[config.mk]
export PLATFORM = sky130hd
export DESIGN_NAME = load_store_unit
export DESIGN_NICKNAME = d
export VERILOG_FILES = /design/src/rtl/lsu_pkg.sv /design/src/rtl/lsu_lane_align.sv /design/src/rtl/load_store_unit.sv
export SDC_FILE = /design/constraint.sdc
export NUM_CORES = 1
export LEC_CHECK = 0
export CORE_ASPECT_RATIO = 0.75
export CORE_UTILIZATION = 50
export CTS_CLUSTER_SIZE = 30
export DETAILED_ROUTE_END_ITERATION = 7
export PLACE_DENSITY_LB_ADDON = 0.25
export SLEW_MARGIN = 20
export SYNTH_ARGS = -nofsm -noshare
export SYNTH_HDL_FRONTEND = slang
export SYNTH_SLANG_ARGS = --single-unit
[constraint.sdc]
create_clock -name clk -period 4.25 [get_ports clk]
set_clock_uncertainty 0.1 [all_clocks]
set_input_delay 0.425 -clock clk [delete_from_list [all_inputs] [get_ports clk]]
set_output_delay 0.425 -clock clk [all_outputs]
set_load 0.02 [all_outputs]
[src/rtl/lsu_pkg.sv]
// Shared definitions for the load/store unit: funct3 codes, FSM states and
// access-size / legality helpers.
package lsu_pkg;

  localparam logic [2:0] F3_B  = 3'b000;
  localparam logic [2:0] F3_H  = 3'b001;
  localparam logic [2:0] F3_W  = 3'b010;
  localparam logic [2:0] F3_BU = 3'b100;
  localparam logic [2:0] F3_HU = 3'b101;

  localparam logic [1:0] SZ_B = 2'b00;
  localparam logic [1:0] SZ_H = 2'b01;
  localparam logic [1:0] SZ_W = 2'b10;

  typedef enum logic [2:0] {
    ST_IDLE  = 3'd0,
    ST_ISSUE = 3'd1,
    ST_WAIT  = 3'd2,
    ST_WRITE = 3'd3,
    ST_RESP  = 3'd4
  } lsu_state_e;

  function automatic logic [1:0] access_size(input logic [2:0] funct);
    case (funct)
      F3_B, F3_BU: return SZ_B;
      F3_H, F3_HU: return SZ_H;
      default:     return SZ_W;
    endcase
  endfunction

  function automatic logic is_misaligned(input logic [2:0] funct, input logic [1:0] off);
    case (access_size(funct))
      SZ_H:    return off[0];
      SZ_W:    return (off != 2'b00);
      default: return 1'b0;
    endcase
  endfunction

  // Stores only know B/H/W; loads additionally reject 011, 110, 111.
  function automatic logic is_illegal(input logic we, input logic [2:0] funct);
    if (we) begin
      return (funct > F3_W);
    end else begin
      return (funct == 3'b011) || (funct == 3'b110) || (funct == 3'b111);
    end
  endfunction

endpackage

[src/rtl/lsu_lane_align.sv]
// Byte-lane steering: extracts and extends load data from a RAM word and
// builds the read-modify-write word for sub-word stores.
module lsu_lane_align
  import lsu_pkg::*;
(
  input  logic [2:0]  funct,
  input  logic [1:0]  off,
  input  logic [31:0] rdata,
  input  logic [15:0] wdata_lo,
  output logic [31:0] load_word,
  output logic [31:0] merged_word
);

  logic [7:0]  byte_s;
  logic [15:0] half_s;

  // Load lane select and sign/zero extension
  always_comb begin
    byte_s = rdata[{off, 3'b000} +: 8];
    half_s = off[1] ? rdata[31:16] : rdata[15:0];
    case (funct)
      F3_B:    load_word = {{24{byte_s[7]}}, byte_s};
      F3_BU:   load_word = {24'd0, byte_s};
      F3_H:    load_word = {{16{half_s[15]}}, half_s};
      F3_HU:   load_word = {16'd0, half_s};
      F3_W:    load_word = rdata;
      default: load_word = 32'd0;
    endcase
  end

  // Store merge: replace the addressed lane, keep the rest of the word
  always_comb begin
    merged_word = rdata;
    case (access_size(funct))
      SZ_B:    merged_word[{off, 3'b000} +: 8] = wdata_lo[7:0];
      SZ_H:    merged_word[{off[1], 4'b0000} +: 16] = wdata_lo;
      default: merged_word = rdata;
    endcase
  end

endmodule

[src/rtl/load_store_unit.sv]
// Load/store unit: single-outstanding initiator for a synchronous-read,
// word-wide RAM with sub-word read-modify-write and misalignment checking.
module load_store_unit
  import lsu_pkg::*;
#(
  parameter int ADDR_W = 10
) (
  input  logic              clk,
  input  logic              reset,
  input  logic              req_valid,
  output logic              req_ready,
  input  logic              req_we,
  input  logic [2:0]        req_funct,
  input  logic [31:0]       req_addr,
  input  logic [31:0]       req_wdata,
  output logic              resp_valid,
  output logic              resp_err,
  output logic [31:0]       load_data,
  output logic [ADDR_W-1:0] mem_addr,
  output logic              mem_re,
  output logic              mem_we,
  output logic [31:0]       mem_wdata,
  input  logic [31:0]       mem_rdata
);

  lsu_state_e        state_q, state_d;
  logic              we_q, we_d;
  logic [2:0]        funct_q, funct_d;
  logic [ADDR_W+1:0] addr_q, addr_d;
  logic [31:0]       wdata_q, wdata_d;
  logic              req_ready_q, req_ready_d;
  logic              resp_valid_q, resp_valid_d;
  logic              resp_err_q, resp_err_d;
  logic [31:0]       load_data_q, load_data_d;
  logic [ADDR_W-1:0] mem_addr_q, mem_addr_d;
  logic              mem_re_q, mem_re_d;
  logic              mem_we_q, mem_we_d;
  logic [31:0]       mem_wdata_q, mem_wdata_d;

  logic [31:0]       load_word_s;
  logic [31:0]       merged_word_s;
  logic              unused_addr_s;

  // Upper address bits are deliberately dropped: the RAM wraps.
  assign unused_addr_s = ^req_addr[31:ADDR_W+2];

  lsu_lane_align u_align (
    .funct       (funct_q),
    .off         (addr_q[1:0]),
    .rdata       (mem_rdata),
    .wdata_lo    (wdata_q[15:0]),
    .load_word   (load_word_s),
    .merged_word (merged_word_s)
  );

  // Next-state and next-output decode
  always_comb begin
    state_d      = state_q;
    we_d         = we_q;
    funct_d      = funct_q;
    addr_d       = addr_q;
    wdata_d      = wdata_q;
    req_ready_d  = req_ready_q;
    resp_valid_d = 1'b0;
    resp_err_d   = 1'b0;
    load_data_d  = load_data_q;
    mem_addr_d   = mem_addr_q;
    mem_re_d     = 1'b0;
    mem_we_d     = 1'b0;
    mem_wdata_d  = mem_wdata_q;
    case (state_q)
      ST_IDLE: begin
        req_ready_d = 1'b1;
        if (req_valid) begin
          we_d        = req_we;
          funct_d     = req_funct;
          addr_d      = req_addr[ADDR_W+1:0];
          wdata_d     = req_wdata;
          req_ready_d = 1'b0;
          if (is_illegal(req_we, req_funct) || is_misaligned(req_funct, req_addr[1:0])) begin
            state_d      = ST_RESP;
            resp_valid_d = 1'b1;
            resp_err_d   = 1'b1;
            load_data_d  = 32'd0;
          end else begin
            // Outputs are registered, so the ISSUE-cycle strobe is set up here.
            state_d    = ST_ISSUE;
            mem_addr_d = req_addr[ADDR_W+1:2];
            if (req_we && (req_funct == F3_W)) begin
              mem_we_d    = 1'b1;
              mem_wdata_d = req_wdata;
            end else begin
              mem_re_d = 1'b1;
            end
          end
        end else begin
          state_d = ST_IDLE;
        end
      end
      ST_ISSUE: begin
        if (we_q && (funct_q == F3_W)) begin
          state_d      = ST_RESP;
          resp_valid_d = 1'b1;
          load_data_d  = 32'd0;
        end else begin
          state_d = ST_WAIT;
        end
      end
      ST_WAIT: begin
        if (we_q) begin
          state_d     = ST_WRITE;
          mem_we_d    = 1'b1;
          mem_wdata_d = merged_word_s;
        end else begin
          state_d      = ST_RESP;
          resp_valid_d = 1'b1;
          load_data_d  = load_word_s;
        end
      end
      ST_WRITE: begin
        state_d      = ST_RESP;
        resp_valid_d = 1'b1;
        load_data_d  = 32'd0;
      end
      ST_RESP: begin
        state_d     = ST_IDLE;
        req_ready_d = 1'b1;
        load_data_d = 32'd0;
      end
      default: begin
        state_d     = ST_IDLE;
        req_ready_d = 1'b1;
        load_data_d = 32'd0;
      end
    endcase
  end

  // State and registered outputs
  always_ff @(posedge clk) begin
    if (reset) begin
      state_q      <= ST_IDLE;
      we_q         <= 1'b0;
      funct_q      <= 3'd0;
      addr_q       <= '0;
      wdata_q      <= 32'd0;
      req_ready_q  <= 1'b1;
      resp_valid_q <= 1'b0;
      resp_err_q   <= 1'b0;
      load_data_q  <= 32'd0;
      mem_addr_q   <= '0;
      mem_re_q     <= 1'b0;
      mem_we_q     <= 1'b0;
      mem_wdata_q  <= 32'd0;
    end else begin
      state_q      <= state_d;
      we_q         <= we_d;
      funct_q      <= funct_d;
      addr_q       <= addr_d;
      wdata_q      <= wdata_d;
      req_ready_q  <= req_ready_d;
      resp_valid_q <= resp_valid_d;
      resp_err_q   <= resp_err_d;
      load_data_q  <= load_data_d;
      mem_addr_q   <= mem_addr_d;
      mem_re_q     <= mem_re_d;
      mem_we_q     <= mem_we_d;
      mem_wdata_q  <= mem_wdata_d;
    end
  end

  assign req_ready  = req_ready_q;
  assign resp_valid = resp_valid_q;
  assign resp_err   = resp_err_q;
  assign load_data  = load_data_q;
  assign mem_addr   = mem_addr_q;
  assign mem_wdata  = mem_wdata_q;
  // Strobes are killed in the reset cycle itself, not one edge later.
  assign mem_re     = mem_re_q & ~reset;
  assign mem_we     = mem_we_q & ~reset;

endmodule

==> impl_metrics.yaml, run 1 <==
outcome:
  status: "completed"
floorplanning:
  ios: 182
  die_h_um: 98.0
  core_um2: 11800
  die-area_um2: 12700
  initial_core_util: 0.522
  die_x_um: 130
  num_rows: 34
clock_network:
  cts-resized-gates: 0
  clk_latency_ns: 0.35
  cts_buffers: 9
  cts_sinks: 103
  cts_hold_buffers: 0
  cts_setup_buffers: 0
  clkTransAtPathRegs_ns: 0.08
  cts_root_buffer: "clkbuf_16"
  clockBufferDepth: 2
  cts_htree_levels: 3
  cts_tree: "done"
placement:
  dp_cells: 1016
  dpl.hpwl_um: 15700
  gp_congestion: 0.967
  place_area_um2: 7760
  numPortBuffers: 161
detailed_routing:
  avgRoutedWirePerCell_um: 20.5
  ant_nets: 0
  num_vias: 6393
  via_per_inst: 6.19
  routed_wl_um: 21100
  first_pass_iters: 6
  drtIter0Drc: 802
  remaining_drc_errors: 0
global_route:
  grt_max_degree: 58
  grt_use_total: 0.337
  gr-total-overflow: 0
  grt_first_pass_wirelength_um: 32700
  antenna_found_initial: 1
  grt_pass1_vias: 5891
finish:
  drive_gt1_frac: 0.0632
  finalNonFillerCells: 1033
  areaGrowthSynthToFinish_pct: 31.4
  nets: 973
  seqCellArea_um2: 2060
  multi_input_area_um2: 3650
  nFillCells: 975
  fin_area_um2: 8080
logic_synthesis:
  synth_cell_types: 67
  synthCells: 749
  synth_seq_area_share: 0.335
  async_flop_share: 0
  yosysWarnings: 0
  synth-seq-cells: 103
  synth_commonest_cells: "132 x nand2_1, 103 x dfxtp_1, 68 x mux2i_1"
  synth_top_area_share: 0.335
  netlist_top_cells_area: "dfxtp_1 34%, mux2i_1 11%, nand2_1 8.1%, a21oi_1 3.4%, o31ai_1 2.8%"
  syn-cell-area_um2: 6150
  synth.most_common_cell: "nand2_1"
  yosys.area.top_type: "dfxtp_1"
  synth_top_flop_cell: "dfxtp_1"
  synth_edf_count: 0
  syn_area_per_cell_um2: 8.21
  syn-num-nets: 857
critical_path:
  path_cells: "buf_4, or2_1, o32ai_1, a2111oi_0, buf_4, o41ai_2"
  cp-start-kind: "flip-flop"
  r2r_cells: 6
  critical_path_arrival_ns: 3.34
  critPathMaxStageDelay_ns: 0.82
  worstReg2RegStart: "funct_q[0]"
  cp_num_buf_inv: 2
  cp-end-kind: "flip-flop"
  worst_ep_required_time_ns: 4.37
  cpMostUsedCell: "buf_4"
  r2r-end: "mem_wdata[4]"
  cp_max_fo: 21
  cp_top_family: "compound AO/OA/AOI/OAI gates"
  crit_type: "reg2reg"
  ff2ff_setup_slack_ns: 1.04
  cpMaxStageDelayCell: "a2111oi_0"
timing:
  finalSetupViolCount: 0
  setup_tns_ns: 0
  fmax_mhz: 311
  max_slew_margin: 0.385
  period_share: 0.756
  period_needed_ns: 3.21
  slew_viol_final: 0
  rsz0062_at_grt: "no"
  worst_slew_pin_slew_ns: 0.900
  hold_viol: 0
min_path:
  min-delay-path-class: "reg2reg"
  hold_start: "wdata_q[14]"
  min_to: "wdata_q[14]"
  min_path_cells: 2
power:
  leakagePower_nw: 3.11
  cellPowerDensity_nw_per_um2: 302
  vdd_drop_max_mv: 0.196
flow_run:
  maxCapViolCount: 0
## through the flow
step | utilization | setup WS, ns | total power [mW] | hold slack, ns
CTS | 0.685 | 1.22 | 2.43 | 0.359
detailed placement | 0.658 | 1.25 | 1.56 | 0.348
finish | 0.685 | 1.04 | 2.44 | 0.361
floorplan | - | 1.63 | 1.36 | 0.337
global route | 0.685 | 0.965 | 2.52 | 0.375
global placement | 0.658 | 1.20 | 1.55 | 0.343
## state kept, by name, indices dropped and copies added (netlist names)
register   count
resp_err       1
req_ready      1
mem_re_q       1
we_q           1
funct_q        3
mem_wdata     32
mem_we_q       1
wdata_q       16
state_q        3
addr_q         2
mem_addr      10
load_data     32
## tightest hold or removal path: cells and delay by family, from the launching register on
kind | cells | cell delay, ns
DFF | 1 | 0.31
and+or+nand+nor | 1 | 0.05
AOI/OAI and AO/OA | 1 | 0.05
## power breakdown
group	switching (mW)	internal (mW)	total [mW]
Combinational	0.306	0.219	0.525
Clock	0.409	0.471	0.880
Sequential	0.0401	0.991	1.03
## per-layer routing
metal	vias to the layer above	track usage	share of wire
met5	-	0	0
met4	0	0.109	0.023
met3	39	0.0592	0.093
met2	392	0.495	0.43
met1	2987	0.493	0.46
li1	2975	-	-
## cell families (layout without fill, tap and decap cells)
family	Yosys count	in the layout	synth area share
other cells	0	1	0
simple gates	270	270	0.219
fa+ha+maj	5	5	0.0102
buf+inv	101	222	0.0716
mux	69	69	0.114
compound gates	201	201	0.250
flops	103	103	0.335
## worst max path at each step
stage	start	to	slack, ns	cells after the start
2_1_floorplan	addr_q[1]	mem_wdata[13]	1.63	9
3_3_place_gp	funct_q[0]	mem_wdata[4]	1.20	6
3_5_place_dp	funct_q[0]	mem_wdata[4]	1.25	6
4_1_cts	funct_q[0]	mem_wdata[4]	1.22	6
5_1_grt	funct_q[0]	mem_wdata[4]	0.96	6
6_report	funct_q[0]	mem_wdata[4]	1.04	6
## area by class of cell
class,instances,area share
inverter,27,0.0126
antenna,1,0.000310
clock buffer,9,0.0279
multi-input combinational,545,0.452
sequential,103,0.255
tap,162,0.0251
clock inverter,7,0.0110
timing repair buffer,179,0.216
## layout by cell type (no fill, tap or decap), types with 8 or more instances in the layout
| cell type | instances |
|---|---|
| clkdlybuf4s50_1 | 160 |
| nand2_1 | 132 |
| dfxtp_1 | 103 |
| mux2i_1 | 68 |
| a21oi_1 | 42 |
| nor2_1 | 33 |
| inv_1 | 26 |
| o31ai_1 | 23 |
| nor3_1 | 20 |
| o21ai_0 | 19 |
| buf_4 | 18 |
| nand4_1 | 14 |
| nand2b_1 | 13 |
| o32ai_1 | 13 |
| o21a_1 | 10 |
| and2_1 | 9 |
| o41ai_1 | 9 |
| clkbuf_16 | 9 |
| nand3_1 | 8 |
| a21boi_0 | 8 |
| o311ai_1 | 8 |
(Power assumes the default switching activity.)
==> run 2, diff against run 1 <==
CORE_UTILIZATION = 43   (was 50)
clock period = 2.9 ns   (was 4.25 ns; I/O delays follow)
==> impl_metrics.yaml, run 2 (synthesized netlist as in run 1, its figures left out) <==
timing:
  finalSetupViolCount: 0
  fmax_mhz: 391
  worst_slew_pin_slew_ns: 0.849
  rsz0062_at_grt: "no"
  period_needed_ns: 2.56
  hold_viol: 0
  max_slew_margin: 0.434
  slew_viol_final: 0
  period_share: 0.882
  setup_tns_ns: 0
clock_network:
  cts_hold_buffers: 0
  cts_buffers: 9
  cts_setup_buffers: 0
  clockBufferDepth: 2
  cts_sinks: 103
  clkTransAtPathRegs_ns: 0.07
  clk_latency_ns: 0.36
  cts_htree_levels: 3
  cts_tree: "done"
  cts-resized-gates: 0
  cts_root_buffer: "clkbuf_16"
global_route:
  grt_max_degree: 38
  grt_util_met3: 0.0754
  grt_use_met2: 0.459
  grt_busiest_layer: "met2"
  antenna_found_initial: 0
  grt_use_total: 0.304
  grt_util_met1: 0.431
  gr-total-overflow: 0
  grt_pass1_vias: 6197
  grt_first_pass_wirelength_um: 34300
critical_path:
  crit_type: "reg2reg"
  cp_num_buf_inv: 1
  critical_path_arrival_ns: 2.70
  path_cells: "or2_1, o32ai_1, a2111oi_0, buf_4, o41ai_2"
  cp-end-kind: "flip-flop"
  cp_max_fo: 18
  r2r_cells: 5
  ff2ff_setup_slack_ns: 0.34
  crit_start: "funct_q[0]"
  critPathMaxStageDelay_ns: 0.65
  worst_ep_required_time_ns: 3.04
  worstReg2RegStart: "funct_q[0]"
  cp-start-kind: "flip-flop"
  cp_top_family: "compound AO/OA/AOI/OAI gates"
  cp.depth: 5
  cpMaxStageDelayCell: "a2111oi_0"
detailed_routing:
  ant_nets: 0
  first_pass_iters: 6
  avgRoutedWirePerCell_um: 21.0
  routed_wl_um: 22400
  drtIter0Drc: 633
  num_vias: 6434
  via_per_inst: 6.04
  remaining_drc_errors: 0
power:
  leakagePower_nw: 3.22
  vdd_drop_max_mv: 0.283
  cellPowerDensity_nw_per_um2: 436
min_path:
  hold_start: "reset"
  min-delay-path-class: "in2reg"
  min_path_cells: 2
finish:
  nets: 994
  areaGrowthSynthToFinish_pct: 34.3
  layout_commonest_cell: "clkdlybuf4s50_1"
  layout_common_cells: "160 x clkdlybuf4s50_1, 132 x nand2_1, 103 x dfxtp_1"
  final_util: 0.596
  drive_gt1_frac: 0.0842
  insertedDiodeCount: 0
floorplanning:
  core_um2: 13800
  ios: 182
  num_rows: 37
  die-area_um2: 14800
  die_h_um: 106
  die_x_um: 140
  initial_core_util: 0.444
outcome:
  status: "completed"
placement:
  dpl.hpwl_um: 17200
  gp_congestion: 0.895
  numPortBuffers: 161
flow_run:
  maxCapViolCount: 0
[run 2: routing by layer]
layer | share of wire | wire length (um)
met4 | 0.018 | 403
met5 | 0 | 0
met2 | 0.43 | 9700
met1 | 0.46 | 10300
met3 | 0.089 | 2000
[run 2: final cells by class]
class | count | area (um2)
Inverter | 27 | 101
Tap cell | 175 | 219
Multi-Input combinational cell | 545 | 3650
Clock inverter | 4 | 52.6
Clock buffer | 12 | 256
Sequential cell | 103 | 2060
Fill cell | 1210 | 5590
Timing Repair Buffer | 200 | 1910
[run 2: path summary, 6_finish.rpt]
path,endpoint
max,mem_wdata[4]
min reg2reg,load_data[25]
max reg2reg,mem_wdata[4]
min,mem_addr[7]
[run 2: per-stage QoR]
step	hold slack, ns	cells	setup WS, ns	instance area, um2	total power [mW]
floorplan	0.326	749	0.280	6150	1.99
global placement	0.347	1050	0.359	7940	2.32
detailed placement	0.347	1050	0.231	7940	2.33
CTS	0.187	1066	0.378	8250	3.61
global route	0.198	1066	0.139	8260	3.73
finish	0.194	1066	0.343	8260	3.60
[run 2: power breakdown]
group          leakage, nW  total, mW  switching [mW]  internal [mW]
clock                0.153       1.28           0.558          0.720
sequential           0.835       1.50          0.0493           1.45
combinational         2.23      0.819           0.475          0.345
